==> src/rtl/counter_arbiter_if.sv <==
// counter_arbiter_if: host/local-requester bus for counter_arbiter.
//   master modport (host side): drives the trig_* pulses and the local
//     request loc_req/loc_op; observes loc_ack, count, pend_up, pend_down,
//     busy and overflow.
//   slave modport (counter_arbiter): the mirror image.
interface counter_arbiter_if #(
   parameter int unsigned WIDTH  = 32,
   parameter int unsigned PEND_W = 4
) ();
   logic              trig_reset;
   logic              trig_up;
   logic              trig_down;
   logic              loc_req;
   logic [1:0]        loc_op;
   logic              loc_ack;
   logic [WIDTH-1:0]  count;
   logic [PEND_W-1:0] pend_up;
   logic [PEND_W-1:0] pend_down;
   logic              busy;
   logic              overflow;

   modport master (
      output trig_reset, trig_up, trig_down, loc_req, loc_op,
      input  loc_ack, count, pend_up, pend_down, busy, overflow
   );

   modport slave (
      input  trig_reset, trig_up, trig_down, loc_req, loc_op,
      output loc_ack, count, pend_up, pend_down, busy, overflow
   );
endinterface

==> src/rtl/counter_arbiter.sv <==
// counter_arbiter: up/down counter shared by a host (trigger pulses that are
// queued in pend_up/pend_down) and a local requester (loc_req/loc_op with a
// loc_ack handshake). A two-state FSM picks one source round-robin in IDLE
// (UP -> DOWN -> LOC) and applies that single op in EXEC.
//
// Ports:
//   clk1   - clock, rising edge
//   reset  - synchronous, active-high; has priority over bus.trig_reset
//   bus    - counter_arbiter_if.slave (triggers, local request, status)
//
// Build option: define COUNTER_ARB_SAT_EN to saturate count at 0 and at
// all-ones instead of wrapping; a saturated op still consumes its request.
module counter_arbiter #(
   parameter int unsigned WIDTH  = 32,
   parameter int unsigned PEND_W = 4
) (
   input logic                clk1,
   input logic                reset,
   counter_arbiter_if.slave   bus
);

   typedef enum logic {StIdle, StExec} state_e;
   typedef enum logic [1:0] {SrcUp = 2'd0, SrcDown = 2'd1, SrcLoc = 2'd2} src_e;

   state_e            state_q, state_d;
   src_e              grant_q, grant_d;
   src_e              ptr_q, ptr_d;     // highest-priority source for the next search
   logic [WIDTH-1:0]  count_q, count_d;
   logic [PEND_W-1:0] pend_up_q, pend_up_d;
   logic [PEND_W-1:0] pend_down_q, pend_down_d;
   logic              overflow_q, overflow_d;

   logic [2:0]        elig;
   src_e              cand0, cand1, cand2, win;
   logic              win_valid;
   logic              dec_up, dec_down;
   logic [PEND_W:0]   up_nxt, down_nxt;

   function automatic src_e next_src(input src_e s);
      case (s)
         SrcUp:   return SrcDown;
         SrcDown: return SrcLoc;
         default: return SrcUp;
      endcase
   endfunction

   function automatic logic [WIDTH-1:0] cnt_up(input logic [WIDTH-1:0] c);
`ifdef COUNTER_ARB_SAT_EN
      return (c == {WIDTH{1'b1}}) ? c : c + WIDTH'(1);
`else
      return c + WIDTH'(1);
`endif
   endfunction

   function automatic logic [WIDTH-1:0] cnt_down(input logic [WIDTH-1:0] c);
`ifdef COUNTER_ARB_SAT_EN
      return (c == '0) ? c : c - WIDTH'(1);
`else
      return c - WIDTH'(1);
`endif
   endfunction

   // Returns {dropped, next value}. A trigger that meets a same-cycle drain
   // cancels out, so it is never dropped even when the counter is full.
   function automatic logic [PEND_W:0] pend_next(input logic [PEND_W-1:0] p,
                                                 input logic inc, input logic dec);
      logic              drop;
      logic [PEND_W-1:0] v;
      drop = 1'b0;
      v    = p;
      if (inc && !dec) begin
         if (p == {PEND_W{1'b1}}) drop = 1'b1;
         else                     v = p + PEND_W'(1);
      end else if (!inc && dec) begin
         v = p - PEND_W'(1);
      end
      return {drop, v};
   endfunction

   // Round-robin search starting at ptr_q.
   always_comb begin
      elig          = '0;
      elig[SrcUp]   = (pend_up_q != '0);
      elig[SrcDown] = (pend_down_q != '0);
      elig[SrcLoc]  = bus.loc_req;
      cand0         = ptr_q;
      cand1         = next_src(cand0);
      cand2         = next_src(cand1);
      win           = cand0;
      win_valid     = 1'b1;
      if (elig[cand0])      win = cand0;
      else if (elig[cand1]) win = cand1;
      else if (elig[cand2]) win = cand2;
      else                  win_valid = 1'b0;
   end

   always_comb begin
      state_d    = state_q;
      grant_d    = grant_q;
      ptr_d      = ptr_q;
      count_d    = count_q;
      overflow_d = overflow_q;
      dec_up     = 1'b0;
      dec_down   = 1'b0;

      case (state_q)
         StIdle: begin
            if (win_valid) begin
               grant_d = win;
               state_d = StExec;
            end
         end
         default: begin
            case (grant_q)
               SrcUp: begin
                  count_d = cnt_up(count_q);
                  dec_up  = 1'b1;
               end
               SrcDown: begin
                  count_d  = cnt_down(count_q);
                  dec_down = 1'b1;
               end
               default: begin
                  case (bus.loc_op)
                     2'b01:   count_d = cnt_up(count_q);
                     2'b10:   count_d = cnt_down(count_q);
                     2'b11:   count_d = '0;
                     default: count_d = count_q;
                  endcase
               end
            endcase
            ptr_d   = next_src(grant_q);
            state_d = StIdle;
         end
      endcase

      up_nxt      = pend_next(pend_up_q, bus.trig_up, dec_up);
      down_nxt    = pend_next(pend_down_q, bus.trig_down, dec_down);
      pend_up_d   = up_nxt[PEND_W-1:0];
      pend_down_d = down_nxt[PEND_W-1:0];
      if (up_nxt[PEND_W] || down_nxt[PEND_W]) overflow_d = 1'b1;

      // Host clear wins over everything in its cycle, including new triggers.
      if (bus.trig_reset) begin
         state_d     = StIdle;
         grant_d     = SrcUp;
         ptr_d       = SrcUp;
         count_d     = '0;
         pend_up_d   = '0;
         pend_down_d = '0;
         overflow_d  = 1'b0;
      end
   end

   always_ff @(posedge clk1) begin
      if (reset) begin
         state_q     <= StIdle;
         grant_q     <= SrcUp;
         ptr_q       <= SrcUp;
         count_q     <= '0;
         pend_up_q   <= '0;
         pend_down_q <= '0;
         overflow_q  <= 1'b0;
      end else begin
         state_q     <= state_d;
         grant_q     <= grant_d;
         ptr_q       <= ptr_d;
         count_q     <= count_d;
         pend_up_q   <= pend_up_d;
         pend_down_q <= pend_down_d;
         overflow_q  <= overflow_d;
      end
   end

   // Ack is driven during the EXEC cycle so the requester can drop loc_req on
   // the same edge that applies the op; otherwise IDLE would re-grant it.
   assign bus.loc_ack   = (state_q == StExec) && (grant_q == SrcLoc) &&
                          !reset && !bus.trig_reset;
   assign bus.count     = count_q;
   assign bus.pend_up   = pend_up_q;
   assign bus.pend_down = pend_down_q;
   assign bus.overflow  = overflow_q;
   assign bus.busy      = (state_q == StExec) || (pend_up_q != '0) ||
                          (pend_down_q != '0) || bus.loc_req;

endmodule
==> src/flat_wrapper.sv <==
// flat-port wrapper written by rule: the top's interface ports become plain ports
module counter_arbiter_flat 
#(
   parameter int unsigned WIDTH  = 32,
   parameter int unsigned PEND_W = 4
)
  (clk1, reset, bus_trig_reset, bus_trig_up, bus_trig_down, bus_loc_req, bus_loc_op, bus_loc_ack, bus_count, bus_pend_up, bus_pend_down, bus_busy, bus_overflow);
  counter_arbiter_if #(.WIDTH(WIDTH), .PEND_W(PEND_W)) bus_i ();
  input logic clk1;
  input logic reset;
  input wire logic [$bits(bus_i.trig_reset)-1:0] bus_trig_reset;
  input wire logic [$bits(bus_i.trig_up)-1:0] bus_trig_up;
  input wire logic [$bits(bus_i.trig_down)-1:0] bus_trig_down;
  input wire logic [$bits(bus_i.loc_req)-1:0] bus_loc_req;
  input wire logic [$bits(bus_i.loc_op)-1:0] bus_loc_op;
  output wire logic [$bits(bus_i.loc_ack)-1:0] bus_loc_ack;
  output wire logic [$bits(bus_i.count)-1:0] bus_count;
  output wire logic [$bits(bus_i.pend_up)-1:0] bus_pend_up;
  output wire logic [$bits(bus_i.pend_down)-1:0] bus_pend_down;
  output wire logic [$bits(bus_i.busy)-1:0] bus_busy;
  output wire logic [$bits(bus_i.overflow)-1:0] bus_overflow;
  assign bus_i.trig_reset = bus_trig_reset;
  assign bus_i.trig_up = bus_trig_up;
  assign bus_i.trig_down = bus_trig_down;
  assign bus_i.loc_req = bus_loc_req;
  assign bus_i.loc_op = bus_loc_op;
  assign bus_loc_ack = bus_i.loc_ack;
  assign bus_count = bus_i.count;
  assign bus_pend_up = bus_i.pend_up;
  assign bus_pend_down = bus_i.pend_down;
  assign bus_busy = bus_i.busy;
  assign bus_overflow = bus_i.overflow;
  counter_arbiter #(.WIDTH(WIDTH), .PEND_W(PEND_W)) u_core (.clk1(clk1), .reset(reset), .bus(bus_i));
endmodule
==> config.mk <==
export PLATFORM = sky130hd
export DESIGN_NAME = counter_arbiter_flat
export DESIGN_NICKNAME = d
export VERILOG_FILES = /design/src/rtl/counter_arbiter_if.sv /design/src/rtl/counter_arbiter.sv /design/src/flat_wrapper.sv
export SDC_FILE = /design/constraint.sdc
export NUM_CORES = 1
export LEC_CHECK = 0
export BUFFER_PORTS_ARGS = -buffer_cell sky130_fd_sc_hd__buf_2
export CAP_MARGIN = 20
export CORE_ASPECT_RATIO = 1.75
export CORE_UTILIZATION = 53
export CTS_BUF_LIST = sky130_fd_sc_hd__clkbuf_16
export DETAILED_ROUTE_END_ITERATION = 8
export PLACE_DENSITY = 0.78
export SETUP_SLACK_MARGIN = 0.1
export SLEW_MARGIN = 20
export SYNTH_ARGS = -nofsm -noshare
export SYNTH_HDL_FRONTEND = slang
export SYNTH_SLANG_ARGS = --single-unit
==> constraint.sdc <==
create_clock -name clk1 -period 2.35 [get_ports clk1]
set_input_delay 0.1175 -clock clk1 [delete_from_list [all_inputs] [get_ports clk1]]
set_output_delay 0.1175 -clock clk1 [all_outputs]
set_load 0.05 [all_outputs]
; Word-level counts from Yosys, hierarchy flattened
; Cells that the tools add are included.
[word_totals]
in_bits = 8
out_inout_bits = 43
regBits = 46
word_cells = 91
[classes]
mux = 32
n_reduce_logical = 31
addsub = 6
n_bitwise = 1
n_eq_ne = 11
n_lt_le_gt_ge = 3
[ops]
columns = cell, count
row1 = $pmux 32 s3, 1
row2 = $pmux 32 s2, 1
row3 = $add 32x1->32 const B, 1
row4 = $sub 32x1->32 const B, 1
row5 = $mux 4, 6
row6 = $mux 1, 15
row7 = $pmux 2 s2, 3
row8 = $lt 2x3->1 const B, 3
row9 = $add 4x1->4 const B, 2
row10 = $eq 2x1->1 const B, 4
row11 = $eq 4x4->1 const B, 2
row12 = $reduce_and 2->1, 4
row13 = $reduce_bool 4->1, 2
row14 = $sub 4x1->4 const B, 2
row15 = $logic_and 1x1->1, 7
row16 = $bmux 1 s2, 3
row17 = $eq 2x2->1 const B, 3
row18 = $logic_not 1->1, 6
row19 = $logic_not 2->1, 3
row20 = $mux 2, 3
row21 = $reduce_bool 5->1, 1
row22 = $logic_or 1x1->1, 4
row23 = $ne 2x2->1 const B, 2
row24 = $reduce_bool 2->1, 2
row25 = 3 further kinds, 3

; Longest topological paths before layout
[logic_depth]
depth_word = 10
ltp_mapped = 9
mapped_depth_nobuf = 8

; Least setup slack after synthesis
; OpenSTA, ideal clock, no wires.
[synth_path]
path_kind = reg-to-reg
start = register u_core.count_q[7] (netlist: u_core.bus.count[7])
end = register u_core.count_q[27] (netlist: u_core.bus.count[27])
setup_slack_ns = -0.107
arrival_ns = 2.383
path_stages_with_launch = 7
period_less_slack_ns = 2.457
t_required_ns = 2.276
setup_ns = 0.074
path_cell_list = dfxtp_1 buf_2 nand3_2 or4_4 or3_1 or3_1 a31oi_1
[synth_between]
elab_chain_len = 3
elab_cells_between_ends = 4
[synth_lines]
columns = item, line_no
row1 = from (decl), counter_arbiter.sv:28  ; logic [WIDTH-1:0] count_q, count_d;
row2 = from (signal assigned), counter_arbiter.sv:168  ; count_q <= count_d;
row3 = $sub 32x1->32 / $add 32x1->32 (equally long branches), "counter_arbiter.sv:59, counter_arbiter.sv:51"
row4 = $pmux 32 s3, counter_arbiter.sv:124  ; case (bus.loc_op)
row5 = $pmux 32 s2 (*), counter_arbiter.sv:114  ; case (grant_q)
; Mark *: on every way between the ends. The rest lies on a longest branch, timed or not.
; A chain may end at the register's enable or synchronous reset.

; Worst setup path after layout
[layout_path]
start = register u_core.count_q[24] (netlist: u_core.bus.count[24])
end = register u_core.count_q[31] (netlist: u_core.bus.count[31])
; Same word-level chain as after synthesis.

==> run summary <==
outcome = completed
nets@finish = 552
TritonCTS Buffers = 5
die area = 7070 um2
Worst R2R Start = u_core.bus.count[24]
worst setup path category = reg2reg
Post-CTS Hold Buffers = 0
vias in the first global route = 4233
crit start category = flop
Internal Power = 1.40 mW
TritonRoute pass-1 iters = 6
Comb pwr share = 28.3%
Initial Util = 54.9%
Max-slew headroom = 64.0%
drt drc = 0
clk_lat worst skew = 0.29 ns
worst slew pin tran = 0.537 ns
FP Rows = 39
Sw Ratio = 34.4%
HP Start = bus_loc_req
top post-synthesis cells by area = dfxtp_1, nor2_1, a21oi_1, clkbuf_1, nand2_1
Post-synth ARST share = 0%
ant diodes = 0
first-pass GRT wire length = 20200 um
Max Cap Violations = 0
total negative slack = 0 ns
Clk Tree Root Cell = clkbuf_16
final worst-path cycle share = 93.4%
CTS max path bufs = 2
Final Wtd Congestion = 0.973
Worst setup EP type = flop
number of DRC markers in iteration 0 = 388
critical path peak fanout = 8
Min-Delay Endpoint = u_core.grant_q[1]
unrepaired setup endpoints after global routing = yes
terminus of the critical flop-to-flop path = u_core.bus.count[31]
Clk pin slew, worst setup/hold paths = 0.07 ns
leakage = 1.78 nW
post-layout min period = 2.20 ns
final instance area = 4260 um2
pwr/cell area = 500 nW/um2
Data arrival, critical path = 2.40 ns
via total after detailed routing = 4221
synthesized flop and latch total = 46
final WL = 12200 um
busiest grt layer = met2
EDFF count, synth = 0
total global-route track usage = 36.4%
Final Max Slew Viols = 0
layout cells sized above 1 = 24.3%
sequential element share of the synthesized area = 25.9%
Worst EP required = 2.56 ns
WHS Path Cells = 3
Net Sw Power = 0.734 mW
largest net degree at the start of global routing = 30
Post-Syn Nets = 496
die height = 110 um
Max VDD drop = 0.000434 V
I/O Pins = 51
main flop type after synthesis = dfxtp_1
Flop pwr share = 38.8%
met2 Use GR = 60.9%
CTS tree = built
Worst Hold Class = in2reg
hpwl dp = 8620 um
synth warn = 0
IO buf count = 50
WL per Instance = 19.7 um
synth-to-layout area growth = 19.6%
setup violators final = 0
via/cell ratio = 6.85
synthesized cell area = 3560 um2
initial antenna violation count = 0
FMAX = 0.455 GHz
Final Hold Viols = 0
Core Area = 6490 um2
FF-to-FF path depth = 5
Yosys top cell area share = 25.9%
syn_area_per_cell = 7.45 um2
Filler cells = 587
grt met1 use = 38.2%
CTS sink cnt = 46
Synth cell types = 69
R2R Setup Slk = 0.15 ns
H-tree Lvls = 2
power share of the clock group = 32.8%
Mapped Cells = 478
met3 usage = 7.75%
Post-Place Cell Area = 4070 um2
die width = 64.0 um
Setup Skew = 0.00693 ns
antenna viol nets, final = 0
Synth area leader = dfxtp_1
GR Overflow Total = 0
[metrics by stage]
stage	hold slack, ns	util, %	total power, mW	std cells	setup slack (ns)
floorplan	0.395	-	1.24	478	0.0836
global placement	0.459	62.8	1.41	607	0.274
detailed placement	0.462	62.8	1.42	607	0.200
CTS	0.244	64.9	2.12	614	0.132
global route	0.307	65.7	2.22	616	0.0286
finish	0.265	65.7	2.13	616	0.155
[cells in the mapped netlist, drive strengths merged (13+ instances only)]
| library cell | number |
|---|---|
| o21ai | 20 |
| nand4 | 14 |
| nand2 | 30 |
| a21oi | 28 |
| or4 | 13 |
| dfxtp | 46 |
| nor2 | 47 |
| nor4 | 16 |
| nand3 | 24 |
| clkbuf | 36 |
| nor3 | 22 |
[layout by cell type (no fill, tap or decap), types with 14 or more instances in the layout]
master,count
nand4_1,14
dfxtp_2,15
nand2_1,30
buf_4,39
buf_2,50
nand3_1,21
nor2_1,47
o21ai_0,20
a21oi_1,28
dfxtp_1,31
nor3_1,22
[per-layer routing]
layer  up-vias  share of wire [%]
met5         -                  0
met4         0                6.5
met2       261                 51
met1      1928                 35
li1       1959                  -
met3        73                7.9
[critical path, stage by stage, from the launching register on]
cell,delay [ns]
dfxtp_1,0.37
or4_4,0.58
or4_1,0.61
nor4_4,0.21
nor2_1,0.07
o32ai_1,0.26
[state kept, by name, indices dropped and copies added, names as in the netlist]
register,count
u_core.cand0,2
u_core.bus.overflow,1
u_core.bus.pend_down,4
u_core.grant_q,2
u_core.state_q,1
u_core.bus.count,32
u_core.bus.pend_up,4
[power by group through the flow]
stage	Combinational (mW)	Clock (mW)	Sequential (mW)
after floorplan	0.352	0	0.883
after global placement	0.568	0	0.842
after detailed placement	0.575	0	0.844
after CTS	0.579	0.709	0.827
after global routing	0.648	0.737	0.831
final	0.605	0.700	0.828
[how the worst max path moves through the flow]
stage	slack [ns]	endpoint	cells after the start	startpoint
floorplan	0.08	u_core.bus.count[27]	6	u_core.bus.count[7]
global placement	0.27	u_core.bus.pend_up[3]	8	u_core.grant_q[0]
detailed placement	0.20	u_core.bus.count[29]	5	u_core.bus.count[24]
CTS	0.13	u_core.bus.count[31]	5	u_core.bus.count[24]
global route	0.03	u_core.bus.count[29]	5	u_core.bus.count[24]
finish	0.15	u_core.bus.count[31]	5	u_core.bus.count[24]
[what timing repair did]
action,in CTS,in global routing
resized for setup,0,7
setup endpoints to repair,0,10
buffers inserted,0,2
[final cells by class]
class                   count  area [um2]  share of cell area [%]
well taps                  82         103                    2.41
clock buffers               5         125                    2.94
repair buffers             90         563                    13.2
flip-flops and latches     46         940                    22.0
multi-input cells         381        2480                    58.3
clock inverters             2        10.0                   0.235
inverters                  10        37.5                   0.881
[logic make-up (layout without fill, tap and decap cells)]
family | Yosys count | count (layout) | share of synthesized area [%]
buffers and inverters | 51 | 107 | 5.59
adder cells (fa/ha/maj) | 10 | 10 | 3.93
multiplexers | 8 | 8 | 2.28
flip-flops | 46 | 46 | 25.9
AND/OR/NAND/NOR | 211 | 211 | 32.2
XOR/XNOR | 8 | 8 | 1.97
AO/OA/AOI/OAI | 144 | 144 | 28.2
Note: power is estimated with default switching activity, not from simulation.
